<file path="src/rtl/pipe_pkg.sv">
// Shared definitions for the hazard/forwarding block of the 5-stage RV64I pipeline.
// Provides:
//   - FWD_RF / FWD_WB / FWD_MEM : operand-select encodings driven to the execute stage
//   - REG_AW                    : register-index width
//   - pipe_tag                  : per-stage shadow tag {valid, rd, reg_write, mem_read, rs1, rs2}
//   - TAG_BUBBLE                : all-zero tag used to insert a bubble
//   - is_writer()               : a stage that really writes a non-x0 register
package pipe_pkg;

  localparam int REG_AW = 5;

  localparam logic [1:0] FWD_RF  = 2'b00;
  localparam logic [1:0] FWD_WB  = 2'b01;
  localparam logic [1:0] FWD_MEM = 2'b10;

  typedef struct packed {
    logic              valid;
    logic [REG_AW-1:0] rd;
    logic              reg_write;
    logic              mem_read;
    logic [REG_AW-1:0] rs1;
    logic [REG_AW-1:0] rs2;
  } pipe_tag;

  localparam pipe_tag TAG_BUBBLE = '0;

  // x0 is hard-wired to zero, so a write to it never produces a value worth forwarding.
  function automatic logic is_writer(input pipe_tag t);
    return t.valid & t.reg_write & (t.rd != {REG_AW{1'b0}});
  endfunction

endpackage

</file>
<file path="src/rtl/hazard_forward_unit_fwd_select.sv">
// fwd_select: combinational operand-source select for one EX source register.
// Ports:
//   src_reg  in  REG_AW  source register of the instruction in EX
//   mem_tag  in  tag     shadow tag of the instruction in MEM
//   wb_tag   in  tag     shadow tag of the instruction in WB
//   sel      out 2       FWD_MEM, FWD_WB or FWD_RF
module fwd_select
  import pipe_pkg::*;
(
  input  logic [REG_AW-1:0] src_reg,
  input  pipe_tag           mem_tag,
  input  pipe_tag           wb_tag,
  output logic [1:0]        sel
);

  // Source-register fields of the MEM/WB tags play no part in forwarding.
  logic unused_tag_bits;
  assign unused_tag_bits = ^{mem_tag.rs1, mem_tag.rs2, wb_tag.rs1, wb_tag.rs2, wb_tag.mem_read};

  // MEM wins over WB because it holds the younger value; a load in MEM has no data yet.
  always_comb begin
    sel = FWD_RF;
    if (is_writer(mem_tag) && !mem_tag.mem_read && (mem_tag.rd == src_reg)) begin
      sel = FWD_MEM;
    end else if (is_writer(wb_tag) && (wb_tag.rd == src_reg)) begin
      sel = FWD_WB;
    end else begin
      sel = FWD_RF;
    end
  end

endmodule

</file>
<file path="src/rtl/hazard_forward_unit.sv">
// hazard_forward_unit: forwarding selects, load-use stall and branch flush for the
// 5-stage RV64I pipeline, with stall/flush performance counters.
// Ports:
//   clk, reset                 pipeline clock (rising edge), synchronous active-high reset
//   id_valid, id_rs1, id_rs2,  tags of the instruction currently in ID
//   id_rd, id_reg_write,
//   id_mem_read
//   PCSrc                      taken-branch indication from EX (same cycle)
//   ForwardA, ForwardB         operand selects for EX (00 RF, 10 MEM, 01 WB)
//   stall                      hold PC and IF/ID, bubble into ID/EX
//   flush                      squash IF/ID and ID/EX
//   stall_count, flush_count   free-running wrap-around cycle counters
// The shadow tag struct width comes from pipe_pkg::REG_AW; the REG_AW parameter
// must be left at its default so the ports agree with the tag fields.
module hazard_forward_unit #(
  parameter int CNT_W  = 32,
  parameter int REG_AW = 5
) (
  input  logic              clk,
  input  logic              reset,
  input  logic              id_valid,
  input  logic [REG_AW-1:0] id_rs1,
  input  logic [REG_AW-1:0] id_rs2,
  input  logic [REG_AW-1:0] id_rd,
  input  logic              id_reg_write,
  input  logic              id_mem_read,
  input  logic              PCSrc,
  output logic [1:0]        ForwardA,
  output logic [1:0]        ForwardB,
  output logic              stall,
  output logic              flush,
  output logic [CNT_W-1:0]  stall_count,
  output logic [CNT_W-1:0]  flush_count
);

  import pipe_pkg::*;

  pipe_tag    ex_tag;
  pipe_tag    mem_tag;
  pipe_tag    wb_tag;
  pipe_tag    id_tag;
  logic [1:0] sel_a;
  logic [1:0] sel_b;
  logic       load_use;

  // Gather the ID-stage fields into a tag ready to enter EX.
  always_comb begin
    id_tag           = TAG_BUBBLE;
    id_tag.valid     = id_valid;
    id_tag.rd        = id_rd;
    id_tag.reg_write = id_reg_write;
    id_tag.mem_read  = id_mem_read;
    id_tag.rs1       = id_rs1;
    id_tag.rs2       = id_rs2;
  end

  fwd_select u_fwd_a (
    .src_reg (ex_tag.rs1),
    .mem_tag (mem_tag),
    .wb_tag  (wb_tag),
    .sel     (sel_a)
  );

  fwd_select u_fwd_b (
    .src_reg (ex_tag.rs2),
    .mem_tag (mem_tag),
    .wb_tag  (wb_tag),
    .sel     (sel_b)
  );

  // Load in EX whose destination is read by the valid instruction in ID.
  always_comb begin
    load_use = ex_tag.valid & ex_tag.mem_read & (ex_tag.rd != {REG_AW{1'b0}}) & id_valid &
               ((ex_tag.rd == id_rs1) | (ex_tag.rd == id_rs2));
  end

  // Control outputs; a flush overrides a stall so a squashed consumer never freezes the PC.
  always_comb begin
    ForwardA = FWD_RF;
    ForwardB = FWD_RF;
    stall    = 1'b0;
    flush    = 1'b0;
    if (!reset) begin
      flush = ex_tag.valid & PCSrc;
      stall = load_use & ~flush;
      if (ex_tag.valid) begin
        ForwardA = sel_a;
        ForwardB = sel_b;
      end else begin
        ForwardA = FWD_RF;
        ForwardB = FWD_RF;
      end
    end else begin
      ForwardA = FWD_RF;
      ForwardB = FWD_RF;
    end
  end

  // Shadow tag pipeline advancing in lock-step with the datapath registers.
  always_ff @(posedge clk) begin
    if (reset) begin
      ex_tag  <= TAG_BUBBLE;
      mem_tag <= TAG_BUBBLE;
      wb_tag  <= TAG_BUBBLE;
    end else begin
      wb_tag  <= mem_tag;
      mem_tag <= ex_tag;
      if (flush || stall) begin
        ex_tag <= TAG_BUBBLE;
      end else begin
        ex_tag <= id_tag;
      end
    end
  end

  // Performance counters; wrap naturally at 2^CNT_W.
  always_ff @(posedge clk) begin
    if (reset) begin
      stall_count <= {CNT_W{1'b0}};
      flush_count <= {CNT_W{1'b0}};
    end else begin
      if (stall) begin
        stall_count <= stall_count + {{(CNT_W-1){1'b0}}, 1'b1};
      end else begin
        stall_count <= stall_count;
      end
      if (flush) begin
        flush_count <= flush_count + {{(CNT_W-1){1'b0}}, 1'b1};
      end else begin
        flush_count <= flush_count;
      end
    end
  end

endmodule

</file>
<file path="config.mk">
export PLATFORM = sky130hd
export DESIGN_NAME = hazard_forward_unit
export DESIGN_NICKNAME = d
export VERILOG_FILES = /design/src/rtl/pipe_pkg.sv /design/src/rtl/hazard_forward_unit_fwd_select.sv /design/src/rtl/hazard_forward_unit.sv
export SDC_FILE = /design/constraint.sdc
export NUM_CORES = 1
export LEC_CHECK = 0
export ABC_CLOCK_PERIOD_IN_PS = 2400
export CAP_MARGIN = 20
export CORE_MARGIN = 5
export CORE_UTILIZATION = 30
export CTS_CLUSTER_DIAMETER = 120
export DETAILED_ROUTE_END_ITERATION = 6
export SETUP_SLACK_MARGIN = 0.4
export SLEW_MARGIN = 20
export SYNTH_ARGS = -nofsm -noshare
export SYNTH_HDL_FRONTEND = slang
export SYNTH_SLANG_ARGS = --single-unit
</file>
<file path="constraint.sdc">
create_clock -name clk -period 2.4 [get_ports clk]
set_clock_uncertainty 0.15 [all_clocks]
set_input_delay 0.48 -clock clk [delete_from_list [all_inputs] [get_ports clk]]
set_output_delay 0.48 -clock clk [all_outputs]
set_load 0.005 [all_outputs]
</file>
==> results.sh, run 1 <==
export IMPL_status="finished, violations left"
export IMPL_violations="negative setup slack"
export IMPL_rsz0062_at_grt="yes"
export IMPL_worst_slew_pin_slew_ps=665.2
export IMPL_placed_cells=791
export IMPL_yosysWarnings=0
export IMPL_synth_top_area_share=0.4332
export IMPL_start_util=0.3073
export IMPL_place_congestion=0.8052
export IMPL_crit_family="simple AND/OR/NAND/NOR gates"
export IMPL_ys_seq_elements=97
export IMPL_coreArea_mm2=0.01459
export IMPL_dr_first_iter_drc_count=215
export IMPL_dr_pass1_iters=6
export IMPL_ctsLongestPathBuffers=2
export IMPL_slowest_stage="or4_4"
export IMPL_grt_max_degree=48
export IMPL_maxSlewHeadroom=0.5565
export IMPL_stdcell_count=863
export IMPL_clkTransAtPathRegs_ps=70
export IMPL_fmaxAchievable_mhz=399.2
export IMPL_fin_tns_setup_ps=-315.5
export IMPL_grt_pass1_wl_mm=23.09
export IMPL_fin_crit_ps=2505
export IMPL_maxSlewViolCount=0
export IMPL_antenna_found_initial=0
export IMPL_grt_pass1_vias=4511
export IMPL_leakage_nw=2.908
export IMPL_synth_cells=499
export IMPL_crit_fanout=2
export IMPL_vias_per_cell=5.273
export IMPL_drive_gt1_frac=0.4639
export IMPL_rows=44
export IMPL_syn_nets=522
export IMPL_power_density_mw_per_mm2=460.2
export IMPL_path_class="flip-flop to output port"
export IMPL_fin_nets=697
export IMPL_finalHoldViolCount=0
export IMPL_worst_path_buf_inv=2
export IMPL_slowest_delay_ps=540
export IMPL_cts_tree="built"
export IMPL_syn_area_mm2=0.004483
export IMPL_io_pins=91
export IMPL_antennaDiodeCount=0
export IMPL_holdBufCountCts=0
export IMPL_crit_chain="or4_4 -> o21ai_4 -> buf_6 -> nor4_2 -> a31oi_1 -> buf_2"
export IMPL_whs_ps=273.1
export IMPL_yosysSeqAreaShare=0.4332
export IMPL_area_delta_synth_final_pct=76.56
export IMPL_yosysMostFrequentCell="dfxtp_1"
export IMPL_cp_arrival_ps=1880
export IMPL_yosys_area_top_type="dfxtp_1"
export IMPL_synthTopCellsByArea="dfxtp_1 43%, xnor2_1 7.0%, or4_1 4.7%"
export IMPL_cts_sinks=97
export IMPL_htreeDepth=3
export IMPL_worst_setup_path_start_kind="flip-flop"
export IMPL_grt_use_total=0.1600
export IMPL_synth_cell_types=44
export IMPL_synth_main_ff_cell="dfxtp_1"
export IMPL_cap_violations=0
export IMPL_vdd_drop_max_uv=328.9
export IMPL_worstSetupEndpointType="output port"
export IMPL_ys_async_sr_fraction=0
export IMPL_io_buffers=90
export IMPL_hpwl_mm=8.605
export IMPL_syn_area_per_cell_um2=8.984
export IMPL_routed_via_count=4551
export IMPL_finalCritPeriodShare=1.044
export IMPL_synth_cells_most_frequent="97 x dfxtp_1, 36 x xnor2_1, 35 x a21oi_1, 35 x nor2_1, 28 x or4_1"
export IMPL_post_drt_wl_per_cell_um=17.97
export IMPL_cts_buffers_inserted=9
export IMPL_hold_class="primary input to flip-flop"
export IMPL_overflow=0
export IMPL_setup_violations=4
export IMPL_dieArea_mm2=0.01749
export IMPL_setup_slack_ps=-105.2
export IMPL_dieHeight_um=132.2
export IMPL_synth_edff_count=0
export IMPL_totalPowerFinal_mw=3.642
export IMPL_cts_root_buf="clkbuf_16"
export IMPL_remaining_drc_errors=0
export IMPL_die_x_um=132.2
export IMPL_totalWireLength_mm=15.51
export IMPL_clock_latency_ps=350
export IMPL_cp_required_ps=1770
export IMPL_rrSetupSlack_ps=160
export IMPL_drt_antenna_violating_nets=0
[layer usage]
metal	GRT usage	vias up	part of all wire
met1	0.1895	2206	0.41
met5	0	-	0
met2	0.2777	150	0.51
met3	0.05076	32	0.056
li1	-	2163	-
met4	0.04581	0	0.021
[sequential cells by signal, summed over array words and instances (netlist names)]
register / flops
flush_count: 32
stall_count: 32
ex_tag: 18
mem_tag: 8
wb_tag: 7
[worst reg2reg max path: stages, from the launching register on]
cell and delay, ps:
dfxtp_4 370, or4_4 560, o21a_4 240, buf_6 120
a221oi_4 250, buf_6 170, buf_12 100, buf_16 100
and2_4 120
[through the flow]
step	utilization	instance area [um2]	setup WS (ps)
floorplan	-	4529	388.6
global placement	0.4012	5853	-424.4
detailed placement	0.4012	5853	-437.7
CTS	0.4934	7198	-82.79
global route	0.5425	7915	-203.6
finish	0.5425	7915	-105.2
[layout make-up]
cell class | instances | area (um2)
Clock inverter | 6 | 91.34
Tap cell | 184 | 230.2
Inverter | 10 | 37.54
Multi-Input combinational cell | 368 | 3262
Clock buffer | 10 | 229.0
Timing Repair Buffer | 188 | 2022
Fill cell | 1204 | 6674
Sequential cell | 97 | 2043
[cell usage in the layout (no fill, tap or decap), types with 5 or more instances in the layout]
cell type and count:
nor3_1 9, buf_4 53, dfxtp_2 36, and3_1 5
dfxtp_4 15, xnor2_1 30, dlymetal6s2s_1 6, or3_1 8
o31ai_4 19, xor2_1 19, buf_6 25, buf_16 9
buf_2 7, clkbuf_16 11, nor2_1 32, dlygate4sd2_1 6
nand4_1 19, or4_4 22, nand2_1 22, clkdlybuf4s50_1 65
dfxtp_1 46, a21oi_1 12, inv_1 10, and2_4 18
a21oi_2 23, nand3_1 14, nor2b_1 17, or4_1 7
xnor2_2 6, nand3_2 6, nor4_4 5, o21ai_0 8
and4_1 8, buf_12 8
[report_power, final]
part           switching (mW)  internal, mW  total, mW  leakage (nW)
clock network           0.665         0.918       1.58         0.145
logic                   0.181         0.229      0.410          1.95
registers              0.0267          1.62       1.65         0.816
total                   0.872          2.77       3.64          2.91
[logic make-up after synthesis]
kind of cell    after synthesis  synth area share
flops                        97            0.4332
mux                           3          0.007535
simple gates                228            0.2995
buf+inv                      34           0.03377
fa+ha+maj                     2          0.005581
compound gates               80            0.1130
xor+xnor                     55            0.1075
[final timing paths]
kind,startpoint,endpoint,cells past startpoint
setup reg to reg,ex_tag[16],ex_tag[14],8
hold reg to reg,ex_tag[11],mem_tag[11],1
hold / removal,id_rs2[4],ex_tag[4],2
setup / recovery,mem_tag[16],ForwardA[0],6
[repair_timing]
action | in CTS | in global routing
cloned | 9 | 2
resized for setup | 193 | 145
pin swaps | 90 | 47
endpoints found under the setup margin | 71 | 86
hold endpoints to repair | 0 | 0
buffers inserted | 35 | 10
No activity file was read; power rests on OpenSTA's default activity.
==> run 2: changes to the inputs <==
--- a/config.mk
+++ b/config.mk
@@ -11,6 +11,7 @@
 export CORE_UTILIZATION = 30
 export CTS_CLUSTER_DIAMETER = 120
 export DETAILED_ROUTE_END_ITERATION = 6
+export REMOVE_ABC_BUFFERS = 1
 export SETUP_SLACK_MARGIN = 0.4
 export SLEW_MARGIN = 20
 export SYNTH_ARGS = -nofsm -noshare
==> run 2 against run 1 <==
The flow still finishes with violations (negative setup slack). Sequential power about the same. Hold slack improved by 20 ps. Worst setup slack improved by 32 ps. Largest power group unchanged. Wire length decreased by 3.7%. Core utilization increased by 0.71 points. Non-clock buffer count increased by 11. Clock power decreased by 6%. Power decreased by 2.0%. Cell area increased by 1.3%. Maximum frequency increased by 1.3%. Die area unchanged. Sequential share of layout area decreased by 0.68 points.
==> results.sh, run 2 (synthesis gave the netlist of run 1 again) <==
export IMPL_worst_path_buf_inv=2
export IMPL_placed_cells=790
export IMPL_routed_via_count=4561
export IMPL_path_class="flip-flop to output port"
export IMPL_clock_latency_ps=360
export IMPL_die_x_um=132.2
export IMPL_leakage_nw=2.979
export IMPL_antenna_found_initial=0
export IMPL_totalWireLength_mm=14.93
export IMPL_drive_gt1_frac=0.4581
export IMPL_cp_arrival_ps=1840
export IMPL_setup_violations=2
export IMPL_setup_slack_ps=-73.60
export IMPL_power_switching_mw=0.8823
export IMPL_top_regs="flush_count (32), stall_count (32), ex_tag (18)"
export IMPL_cts_tree="built"
export IMPL_grt_use_total=0.1620
export IMPL_finalCritPeriodShare=1.031
export IMPL_worst_setup_path_start_kind="flip-flop"
export IMPL_stdcell_count=876
export IMPL_pwr_share_seq=0.463
export IMPL_cap_violations=0
export IMPL_clkTransAtPathRegs_ps=70
export IMPL_hold_class="flip-flop to flip-flop"
export IMPL_cp_required_ps=1770
export IMPL_overflow=0
export IMPL_cts_sinks=97
export IMPL_fin_crit_ps=2474
export IMPL_whs_ps=292.7
export IMPL_violations="negative setup slack"
export IMPL_io_buffers=90
export IMPL_maxSlewViolCount=0
export IMPL_slowest_delay_ps=540
export IMPL_slowest_stage="or4_4"
export IMPL_power_density_mw_per_mm2=445.2
export IMPL_crit_fanout=2
export IMPL_hpwl_mm=8.366
export IMPL_ctsLongestPathBuffers=2
export IMPL_htreeDepth=3
export IMPL_clkPwrFrac=0.417
export IMPL_vias_per_cell=5.207
export IMPL_worst_slew_pin_slew_ps=578.9
export IMPL_fin_nets=710
export IMPL_worstSetupEndpointType="output port"
export IMPL_grt_pass1_vias=4571
export IMPL_grt_max_degree=46
export IMPL_start_util=0.3073
export IMPL_vdd_drop_max_uv=407.1
export IMPL_final_cell_mix="68 x clkdlybuf4s50_1, 58 x buf_4, 54 x dfxtp_1"
export IMPL_finalHoldViolCount=0
export IMPL_finalInstanceArea_mm2=0.008019
export IMPL_crit_family="simple AND/OR/NAND/NOR gates"
export IMPL_maxSlewHeadroom=0.6140
export IMPL_rows=44
export IMPL_antennaDiodeCount=0
export IMPL_rsz0062_at_grt="yes"
export IMPL_post_drt_wl_per_cell_um=17.05
export IMPL_swShare=0.2472
export IMPL_dr_pass1_iters=4
export IMPL_dr_first_iter_drc_count=279
export IMPL_drt_antenna_violating_nets=0
export IMPL_place_area_mm2=0.005807
export IMPL_grt_pass1_wl_mm=23.60
export IMPL_comb_power_share=0.120
export IMPL_place_congestion=0.8640
export IMPL_crit_chain="or4_4 -> o2111ai_4 -> buf_6 -> nor4_2 -> nand3_1 -> a31oi_1 -> buf_2"
export IMPL_dieHeight_um=132.2
export IMPL_remaining_drc_errors=0
export IMPL_final_common_cell="clkdlybuf4s50_1"
export IMPL_io_pins=91
export IMPL_status="finished, violations left"
export IMPL_coreArea_mm2=0.01459
export IMPL_fmaxAchievable_mhz=404.3
export IMPL_dieArea_mm2=0.01749
export IMPL_holdBufCountCts=0
export IMPL_cts_root_buf="clkbuf_16"
export IMPL_internal_power_mw=2.687
export IMPL_cts_buffers_inserted=9
export IMPL_area_delta_synth_final_pct=78.87
## run 2: changes by cell type in the layout (fill, tap and decap cells not counted), moves of 4 or more
cell / change
dfxtp_1: +8
buf_6: +7
dfxtp_4: -7
dlygate4sd2_1: +6
buf_4: +5
dlymetal6s2s_1: -5
nor3_1: -5
or4_1: +5
or4_4: -5
nor3_4: +4
## run 2: cell type report
type | instances | area [um2]
Clock buffer | 9 | 225.2
Clock inverter | 7 | 76.32
Tap cell | 184 | 230.2
Fill cell | 1204 | 6570
Multi-Input combinational cell | 370 | 3348
Sequential cell | 97 | 2016
Inverter | 10 | 37.54
Timing Repair Buffer | 199 | 2086
## run 2: metrics by stage
stage / worst slack [ps] / utilization / TNS (ps) / power, mW
after floorplan: -181.8 / - / -532.8 / 1.780
after detailed placement: -501.7 / 0.3980 / -15360 / 1.902
after global routing: -163.3 / 0.5497 / -330.8 / 3.696
final: -73.60 / 0.5497 / -96.90 / 3.570
after CTS: -87.12 / 0.5028 / -136.2 / 3.551
after global placement: -457.7 / 0.3980 / -12540 / 1.898
## run 2: path summary, 6_finish.rpt
path	end	slack [ps]	cells past startpoint	startpoint
worst max-delay path	ForwardA[0]	-70	7	wb_tag[14]
worst min-delay path	mem_tag[11]	290	1	ex_tag[11]
worst max register to register	stall_count[15]	70	11	ex_tag[17]
worst min register to register	mem_tag[11]	290	1	ex_tag[11]
## run 2: power groups by stage
stage / Clock [mW] / Combinational [mW] / Sequential, mW
finish: 1.49 / 0.428 / 1.65
global route: 1.59 / 0.451 / 1.66
CTS: 1.52 / 0.380 / 1.65
detailed placement: 0 / 0.206 / 1.70
global placement: 0 / 0.202 / 1.70
floorplan: 0 / 0.0866 / 1.69
## run 2: timing repair
item | in CTS | in global routing
gates cloned | 8 | 2
setup endpoints to repair | 71 | 87
pin swaps | 100 | 48
resized for setup | 216 | 120
buffers inserted | 41 | 19
## run 2: per-layer routing
layer | vias to the layer above | routed length, um | part of all wire | track usage
li1 | 2193 | - | - | -
met1 | 2231 | 6349 | 0.43 | 0.1951
met2 | 113 | 7583 | 0.51 | 0.2746
met3 | 24 | 723 | 0.048 | 0.04046
met4 | 0 | 276 | 0.018 | 0.06844
met5 | - | 0 | 0 | 0
==> run 3: changes to the inputs <==
--- a/config.mk
+++ b/config.mk
@@ -7,6 +7,7 @@
 export LEC_CHECK = 0
 export ABC_CLOCK_PERIOD_IN_PS = 2400
 export CAP_MARGIN = 20
+export CORE_ASPECT_RATIO = 1.25
 export CORE_MARGIN = 5
 export CORE_UTILIZATION = 30
 export CTS_CLUSTER_DIAMETER = 120
==> run 3 against run 2 <==
The flow still finishes with violations (negative setup slack). Critical endpoint unchanged. Highest routed layer unchanged. Largest cell class unchanged. Worst setup slack better by 21 ps. Sequential power about the same. Maximum frequency up 0.84%. Clock-buffer cell count unchanged. Sequential share of layout area up 1.4 points.
==> results.sh, run 3 (synthesis gave the netlist of run 1 again) <==
export IMPL_violations="negative setup slack"
export IMPL_htreeDepth=3
export IMPL_top_regs="flush_count (32), stall_count (32), ex_tag (18)"
export IMPL_io_pins=91
export IMPL_nFillCells=1331
export IMPL_cts_tree="built"
export IMPL_cap_violations=0
export IMPL_maxSlewViolCount=0
export IMPL_crit_family="simple AND/OR/NAND/NOR gates"
export IMPL_place_area_mm2=0.005847
export IMPL_cts_buffers_inserted=9
export IMPL_area_delta_synth_final_pct=69.19
export IMPL_cts_root_buf="clkbuf_16"
export IMPL_rsz0062_at_grt="yes"
export IMPL_final_cell_mix="71 x clkdlybuf4s50_1, 62 x dfxtp_1, 48 x buf_4"
export IMPL_coreArea_mm2=0.01483
export IMPL_drt_antenna_violating_nets=0
export IMPL_worst_setup_path_start_kind="flip-flop"
export IMPL_maxSlewHeadroom=0.5247
export IMPL_antenna_found_initial=1
export IMPL_finalInstanceArea_mm2=0.007585
export IMPL_die_x_um=119.3
export IMPL_hold_start="ex_tag[11]"
export IMPL_ctsLongestPathBuffers=2
export IMPL_setup_slack_ps=-52.98
export IMPL_stdcell_count=858
export IMPL_totalWireLength_mm=14.45
export IMPL_routed_via_count=4418
export IMPL_remaining_drc_errors=0
export IMPL_grt_pass1_wl_mm=22.17
export IMPL_dpl_worst_slack_ps=-415.8
export IMPL_place_congestion=0.8125
export IMPL_drive_gt1_frac=0.4030
export IMPL_power_density_mw_per_mm2=477.5
export IMPL_hpwl_mm=8.611
export IMPL_slowest_delay_ps=560
export IMPL_finalCritPeriodShare=1.022
export IMPL_crit_chain="or4_4 -> o2111ai_4 -> nor4_2 -> nand3_1 -> a31oi_1 -> buf_2"
export IMPL_grt_max_degree=63
export IMPL_finalHoldViolCount=0
export IMPL_rows=50
export IMPL_overflow=0
export IMPL_vdd_drop_max_uv=244.5
export IMPL_worst_slew_pin_slew_ps=712.9
export IMPL_post_drt_wl_per_cell_um=16.84
export IMPL_cp_required_ps=1770
export IMPL_grt_use_total=0.1563
export IMPL_setup_violations=3
export IMPL_dieHeight_um=146.7
export IMPL_hold_class="flip-flop to flip-flop"
export IMPL_final_common_cell="clkdlybuf4s50_1"
export IMPL_clock_latency_ps=340
export IMPL_fin_crit_ps=2453
export IMPL_holdPathStages=1
export IMPL_fin_tns_setup_ps=-112.1
export IMPL_placed_cells=792
export IMPL_worst_path_buf_inv=1
export IMPL_status="finished, violations left"
export IMPL_cts_sinks=97
export IMPL_io_buffers=90
export IMPL_reg2reg_from="ex_tag[14]"
export IMPL_dr_pass1_iters=4
export IMPL_finalCoreUtilization=0.5116
export IMPL_cp_arrival_ps=1820
export IMPL_grt_pass1_vias=4404
export IMPL_vias_per_cell=5.149
export IMPL_fmaxAchievable_mhz=407.7
export IMPL_slowest_stage="or4_4"
export IMPL_ff2ff_path_depth=7
export IMPL_fin_nets=693
export IMPL_dieArea_mm2=0.01750
export IMPL_r2r_end="ex_tag[8]"
export IMPL_dr_first_iter_drc_count=184
export IMPL_crit_fanout=3
export IMPL_worstSetupEndpointType="output port"
export IMPL_leakage_nw=2.735
export IMPL_start_util=0.3024
export IMPL_rrSetupSlack_ps=150
export IMPL_path_class="flip-flop to output port"
export IMPL_clkTransAtPathRegs_ps=70
export IMPL_min_to="mem_tag[11]"
## run 3: metal layers
metal | GRT usage | wire length, um
met5 | 0 | 0
met4 | 0.05444 | 378
met3 | 0.03719 | 743
met2 | 0.2806 | 7563
met1 | 0.1804 | 5759
## run 3: worst max path at each step
stage / to / startpoint / slack [ps] / depth (start not counted)
2_1_floorplan: stall / ex_tag[13] / -180 / 3
3_3_place_gp: stall / id_rs1[4] / -390 / 6
3_5_place_dp: stall / id_rs2[4] / -420 / 6
4_1_cts: ForwardB[0] / ex_tag[17] / -30 / 5
5_1_grt: ForwardA[0] / wb_tag[12] / -170 / 6
6_report: ForwardA[0] / wb_tag[12] / -50 / 6
## run 3: area by class of cell
type	count	area [um2]	share of cell area
flip-flops and latches	97	2011	0.2651
well taps	182	227.7	0.03002
diodes	1	2.502	0.0003299
multi-input cells	369	3043	0.4012
repair buffers	183	1936	0.2552
clock inverters	7	102.6	0.01353
clock buffers	9	225.2	0.02969
inverters	10	37.54	0.004949
## run 3: where the power goes
group	internal, mW	switching, mW	total [mW]
sequential	1.63	0.0253	1.65
clock	0.926	0.651	1.58
combinational	0.224	0.168	0.392
## run 3: per-stage QoR
step	power [mW]	hold WS [ps]
6_report	3.622	293.0
5_1_grt	3.753	313.6
4_1_cts	3.624	294.1
3_5_place_dp	1.910	277.4
3_3_place_gp	1.905	266.1
2_1_floorplan	1.780	263.8
## run 3: repair_timing
item                       4_1_cts  5_1_grt
setup endpoints to repair       79       74
hold buffers                     0        0
gates resized for setup        167       97
pin swaps                       72       33
cloned                           8        2
setup buffers                   32        7
## run 3: worst reg2reg max path: stages, from the launching register on
cell      delay, ps
dfxtp_4         360
or4_4           560
o21a_4          250
buf_6           120
a221oi_4        340
buf_6           160
buf_16          120
and2_4          130
